**config.mk**
```make
export PLATFORM = sky130hd
export DESIGN_NAME = i2s_tx_master
export DESIGN_NICKNAME = d
export VERILOG_FILES = /design/src/rtl/i2s_tx_master.sv
export SDC_FILE = /design/constraint.sdc
export NUM_CORES = 1
export LEC_CHECK = 0
export ABC_CLOCK_PERIOD_IN_PS = 4300
export CORE_AREA = 5 5 99 101
export DETAILED_ROUTE_END_ITERATION = 16
export DIE_AREA = 0 0 104 106
export GPL_ROUTABILITY_DRIVEN = 0
export PLACE_DENSITY = 0.82
export SLEW_MARGIN = 5
export SYNTH_ARGS = -nofsm -noshare
export SYNTH_HDL_FRONTEND = slang
export SYNTH_SLANG_ARGS = --single-unit
```
**constraint.sdc**
```tcl
create_clock -name sck -period 4.3 [get_ports sck]
set_input_delay 0.43 -clock sck [delete_from_list [all_inputs] [get_ports sck]]
set_output_delay 0.43 -clock sck [all_outputs]
set_load 0.01 [all_outputs]
```
**src/rtl/i2s_tx_master.sv**
```systemverilog
// I2S / left-justified stereo transmitter and clock master. bck and lrck are
// produced by dividing sck; every register runs on posedge sck.
module i2s_tx_master #(
    parameter int MCLK_DIV     = 8,
    parameter int SLOT_BITS    = 32,
    parameter int SAMPLE_WIDTH = 24,
    parameter int FORMAT       = 0
) (
    input  logic                    sck,
    input  logic                    rst_n,
    input  logic                    enable,
    input  logic [SAMPLE_WIDTH-1:0] left_data,
    input  logic [SAMPLE_WIDTH-1:0] right_data,
    input  logic                    sample_valid,
    output logic                    sample_ready,
    output logic                    bck,
    output logic                    lrck,
    output logic                    sdata,
    output logic                    frame_start,
    output logic                    underrun
);

    localparam int FRAME_BITS = 2 * SLOT_BITS;
    localparam int DIV_W      = (MCLK_DIV > 1) ? $clog2(MCLK_DIV) : 1;
    localparam int BIT_W      = (FRAME_BITS > 1) ? $clog2(FRAME_BITS) : 1;
    localparam int LEAD       = (FORMAT == 0) ? 1 : 0;

    logic [DIV_W-1:0]        div_cnt_reg, div_cnt_next;
    logic [BIT_W-1:0]        bit_cnt_reg, bit_cnt_next;
    logic                    started_reg, started_next;
    logic                    full_reg, full_next;
    logic [SAMPLE_WIDTH-1:0] buf_l_reg, buf_l_next;
    logic [SAMPLE_WIDTH-1:0] buf_r_reg, buf_r_next;
    logic [SAMPLE_WIDTH-1:0] act_l_reg, act_l_next;
    logic [SAMPLE_WIDTH-1:0] act_r_reg, act_r_next;
    logic                    bck_reg, lrck_reg, sdata_reg, ready_reg;

    logic                    fall_strobe, rise_strobe, last_bit, load, accept;
    logic                    slot;
    logic [BIT_W-1:0]        pos;
    logic [SAMPLE_WIDTH-1:0] sel;
    logic                    data_bit;

    assign fall_strobe = enable && (div_cnt_reg == DIV_W'(MCLK_DIV - 1));
    assign rise_strobe = enable && (div_cnt_reg == DIV_W'(MCLK_DIV / 2 - 1));
    assign last_bit    = (bit_cnt_reg == BIT_W'(FRAME_BITS - 1));
    // A frame is loaded at the wrap to bit 0, or at the very first strobe after enabling.
    assign load        = rst_n && fall_strobe && (!started_reg || last_bit);
    assign accept      = sample_valid && ready_reg;

    always_comb begin
        div_cnt_next = '0;
        bit_cnt_next = '0;
        started_next = 1'b0;
        act_l_next   = '0;
        act_r_next   = '0;
        full_next    = full_reg;
        buf_l_next   = buf_l_reg;
        buf_r_next   = buf_r_reg;

        if (enable) begin
            div_cnt_next = fall_strobe ? '0 : div_cnt_reg + DIV_W'(1);
            started_next = started_reg || fall_strobe;
            bit_cnt_next = bit_cnt_reg;
            act_l_next   = act_l_reg;
            act_r_next   = act_r_reg;
            if (fall_strobe) begin
                bit_cnt_next = (!started_reg || last_bit) ? '0 : bit_cnt_reg + BIT_W'(1);
            end
            if (load) begin
                act_l_next = full_reg ? buf_l_reg : '0;
                act_r_next = full_reg ? buf_r_reg : '0;
            end
        end

        // An accept coinciding with a load from an empty buffer refills it for the next frame.
        if (load) begin
            full_next = 1'b0;
        end
        if (accept) begin
            full_next  = 1'b1;
            buf_l_next = left_data;
            buf_r_next = right_data;
        end

        slot = (bit_cnt_next >= BIT_W'(SLOT_BITS));
        pos  = slot ? bit_cnt_next - BIT_W'(SLOT_BITS) : bit_cnt_next;
        sel  = slot ? act_r_next : act_l_next;

        data_bit = 1'b0;
        for (int i = 0; i < SAMPLE_WIDTH; i++) begin
            if (int'(pos) == SAMPLE_WIDTH - 1 - i + LEAD) begin
                data_bit = sel[i];
            end
        end
    end

    always_ff @(posedge sck) begin
        if (!rst_n) begin
            div_cnt_reg <= '0;
            bit_cnt_reg <= '0;
            started_reg <= 1'b0;
            full_reg    <= 1'b0;
            buf_l_reg   <= '0;
            buf_r_reg   <= '0;
            act_l_reg   <= '0;
            act_r_reg   <= '0;
            bck_reg     <= 1'b0;
            lrck_reg    <= 1'b0;
            sdata_reg   <= 1'b0;
            ready_reg   <= 1'b0;
        end else begin
            div_cnt_reg <= div_cnt_next;
            bit_cnt_reg <= bit_cnt_next;
            started_reg <= started_next;
            full_reg    <= full_next;
            buf_l_reg   <= buf_l_next;
            buf_r_reg   <= buf_r_next;
            act_l_reg   <= act_l_next;
            act_r_reg   <= act_r_next;
            ready_reg   <= ~full_next;

            if (!enable) begin
                bck_reg   <= 1'b0;
                lrck_reg  <= 1'b0;
                sdata_reg <= 1'b0;
            end else if (fall_strobe) begin
                bck_reg   <= 1'b0;
                lrck_reg  <= (FORMAT == 1) ? ~slot : slot;
                sdata_reg <= data_bit;
            end else if (rise_strobe) begin
                bck_reg   <= 1'b1;
            end
        end
    end

    assign sample_ready = ready_reg;
    assign bck          = bck_reg;
    assign lrck         = lrck_reg;
    assign sdata        = sdata_reg;
    assign frame_start  = load;
    assign underrun     = load && !full_reg;

endmodule

```
==> impl_metrics.py <==
metrics = {
    "placed_design": {
        "place_inst": 748,
        "dp_hpwl_microns": 8360,
        "portBuffers": 57,
    },
    "grt": {
        "grt_max_degree": 55,
        "use_met3_pct": 5.89,
        "busiest_layer": "met2",
        "grt_overflow": 0,
        "track_usage_pct": 21.8,
        "antenna_found_initial": 0,
        "gr-usage-met2_pct": 35.5,
        "met1_usage_pct": 28.5,
        "first_global_vias": 4242,
        "grt_pass1_wl_microns": 20300,
    },
    "sta": {
        "hold_viol": 0,
        "rsz0062_at_grt": "no",
        "fin_tns_setup_ps": 0,
        "final-max-slew-violation-count": 0,
        "finalCritPeriodShare_pct": 87.2,
        "maxSlewHeadroom_pct": 46.1,
        "fin_worst_skew_ps": 14.4,
        "fmaxAchievable_mhz": 267,
        "setup_viol": 0,
        "fin_crit_ps": 3750,
        "tightestPinTransition_ps": 809,
    },
    "power_and_ir_drop": {
        "p_int_mw": 1.35,
        "combinationalPowerShare_pct": 7.6,
        "pwr-share-seq_pct": 58.6,
        "power_switching_uw": 468,
        "p_clk_share_pct": 33.8,
        "switching_share_pct": 25.8,
        "leakagePower_nw": 1.93,
        "irDropWorstVdd_v": 0.000268,
        "pwr_density_cell_mw_per_mm2": 312,
    },
    "critical_path": {
        "crit_path_top_delay_cell": "ha_1",
        "cp-end-kind": "output pin",
        "worstPathMaxFanout": 49,
        "r2r-start": "div_cnt_reg[0]",
        "crit_path_start_kind": "flop",
        "cp.required_ps": 3870,
        "crit_path_start": "div_cnt_reg[0]",
        "crit_chain": "ha_1 -> ha_1 -> nand4_2 -> o21a_4 -> inv_4 -> clkdlybuf4s50_1",
        "cp_num_buf_inv": 2,
        "critical_path.top_delay_family": "buffers and inverters",
        "worstSetupPathType": "flop to output pin",
        "cp_common_cell": "ha_1",
        "slowest_delay_ps": 690,
        "crit_arrival_ps": 3320,
    },
    "routing": {
        "wirelength_microns": 12100,
        "viasPerCell": 5.74,
        "drc": 0,
        "vias": 4385,
        "first_pass_iters": 5,
        "drtIter0Drc": 345,
        "ant_nets": 0,
        "wl_per_cell_microns": 15.8,
    },
    "clock_network": {
        "cts_hold_buffers": 0,
        "cts_max_level": 3,
        "cts-buffers-inserted": 9,
        "postCtsSetupBuffers": 0,
        "clkTransAtPathRegs_ps": 100,
        "cts_sinks": 111,
        "cts_resized": 0,
        "clk_root_buffer_cell": "clkbuf_8",
        "insertion_delay_ps": 380,
        "clk_path_buf_depth": 2,
        "cts_tree": "built",
    },
    "floorplanning": {
        "coreArea_sq_mm": 0.00893,
        "rows": 35,
        "die_x_microns": 104,
        "io_pins": 58,
        "die_area_sq_mm": 0.0110,
        "die_h_microns": 106,
        "initial_core_util_pct": 57.1,
    },
    "cells_and_area": {
        "fin_nets": 704,
        "final_layout_size_suffix_gt1_share_pct": 5.51,
        "syn2layout_area_growth_pct": 13.8,
        "fillers": 790,
        "regArea_sq_mm": 0.00222,
        "multi_input_area_sq_mm": 0.00259,
        "instances_no_fill": 764,
        "n_antenna_cell": 0,
    },
    "synth": {
        "ys_seq_elements": 111,
        "yosysSeqAreaShare_pct": 43.6,
        "synthTopCellsByArea": "dfxtp_1 44%, nand2_1 8.6%, a21oi_1 7.3%",
        "synth_top_flop_cell": "dfxtp_1",
        "post-synth-top-area-fraction_pct": 43.6,
        "ys_types": 57,
        "synth_nets": 675,
        "synth.avg_cell_area_sq_um": 8.24,
        "synth_edf_count": 0,
        "yosysTopAreaCell": "dfxtp_1",
        "syn_inst": 619,
        "yosysWarnings": 0,
        "netlist_area_sq_mm": 0.00510,
        "ys_async_sr_fraction_pct": 0,
    },
    "worst_hold_path": {
        "min-delay-start": "div_cnt_reg[0]",
        "hp-class": "flop to flop",
    },
    "run": {
        "cap_violations": 0,
    },
    "status": {
        "status": "completed",
    },
}
synthesized netlist by cell type, types with 2 or more instances:
library cell / count
ha_1: 4
o2111ai_1: 2
clkbuf_1: 29
nand2_1: 117
nand2b_1: 4
a22oi_1: 3
nor3b_1: 3
o21a_1: 4
buf_2: 7
and2_1: 42
nor3_1: 9
o221ai_1: 3
or3_1: 3
o21ai_0: 6
nand3_1: 10
buf_4: 5
o22ai_1: 16
mux2i_1: 36
o21ai_1: 2
o211ai_1: 2
nand4_1: 5
a32oi_1: 2
a211oi_1: 2
o31ai_1: 3
nor2b_1: 3
nand4b_1: 3
inv_1: 4
nor2_1: 60
buf_6: 4
a31oi_1: 2
and3_1: 13
dfxtp_1: 111
xnor2_1: 3
a21oi_1: 74
through the flow:
stage	hold WS, ps	cell area, sq um	util, %	power, mW	worst slack (ps)
6_report	447	5810	65.0	1.81	549
5_1_grt	471	5810	65.0	1.89	342
4_1_cts	447	5810	65.0	1.82	545
3_5_place_dp	430	5620	62.9	1.22	734
3_3_place_gp	415	5620	62.9	1.22	883
2_1_floorplan	408	5100	-	1.15	1780
area by class of cell:
cell class	count	area share [%]
Clock buffer	10	2.20
Clock inverter	6	1.12
Inverter	7	0.495
Multi-Input combinational cell	454	44.7
Sequential cell	111	38.3
Tap cell	111	2.39
Timing Repair Buffer	65	10.9
power by group through the flow:
stage               clock network (mW)  registers [mW]  logic (mW)
global placement                     0            1.09       0.134
finish                           0.613            1.06       0.138
detailed placement                   0            1.09       0.138
global route                     0.671            1.07       0.153
floorplan                            0            1.08      0.0712
CTS                              0.623            1.06       0.138
cell families after synthesis:
group           after synthesis  synth area share (%)
simple gates                276                  25.1
compound gates              135                  17.1
flops                       111                  43.6
buf+inv                      54                  5.69
mux                          36                  7.06
fa+ha+maj                     4                 0.981
xor+xnor                      3                 0.515
final timing paths:
| path | endpoint | slack, ps | depth (start not counted) |
|---|---|---|---|
| worst min register to register | div_cnt_reg[0] | 450 | 1 |
| worst max register to register | sdata | 630 | 11 |
| worst min-delay path | div_cnt_reg[0] | 450 | 1 |
| worst max-delay path | frame_start | 550 | 6 |
cells in the final DEF, fill, tap and decap left out, types with 3 or more instances in the layout:
| master | n |
|---|---|
| a21oi_1 | 74 |
| nand4_1 | 5 |
| inv_1 | 4 |
| xnor2_1 | 3 |
| o21a_1 | 4 |
| nand4b_1 | 3 |
| mux2i_1 | 36 |
| nand3_1 | 10 |
| clkdlybuf4s50_1 | 57 |
| a22oi_1 | 3 |
| o221ai_1 | 3 |
| nand2_1 | 117 |
| nor2_1 | 60 |
| nand2b_1 | 4 |
| ha_1 | 4 |
| dfxtp_1 | 111 |
| and2_1 | 42 |
| nor3_1 | 9 |
| buf_4 | 8 |
| clkbuf_8 | 9 |
| o22ai_1 | 16 |
| nor2b_1 | 3 |
| and3_1 | 13 |
| o31ai_1 | 3 |
| o21ai_0 | 6 |
| or3_1 | 3 |
per-layer routing:
| metal | up-vias | routed length [microns] |
|---|---|---|
| met2 | 159 | 5670 |
| met4 | 0 | 221 |
| li1 | 2175 | - |
| met3 | 23 | 854 |
| met5 | - | 0 |
| met1 | 2028 | 5320 |
worst register-to-register path, cell delays in order, from the launching register on:
cell,delay (ps)
dfxtp_1,350
ha_1,180
ha_1,690
nand4_1,290
o21a_1,250
o221ai_2,630
buf_4,340
o221a_1,240
nand2b_1,110
a21oi_1,70
o21ai_0,280
o211ai_2,130
Power figures use the tool's default switching activity.
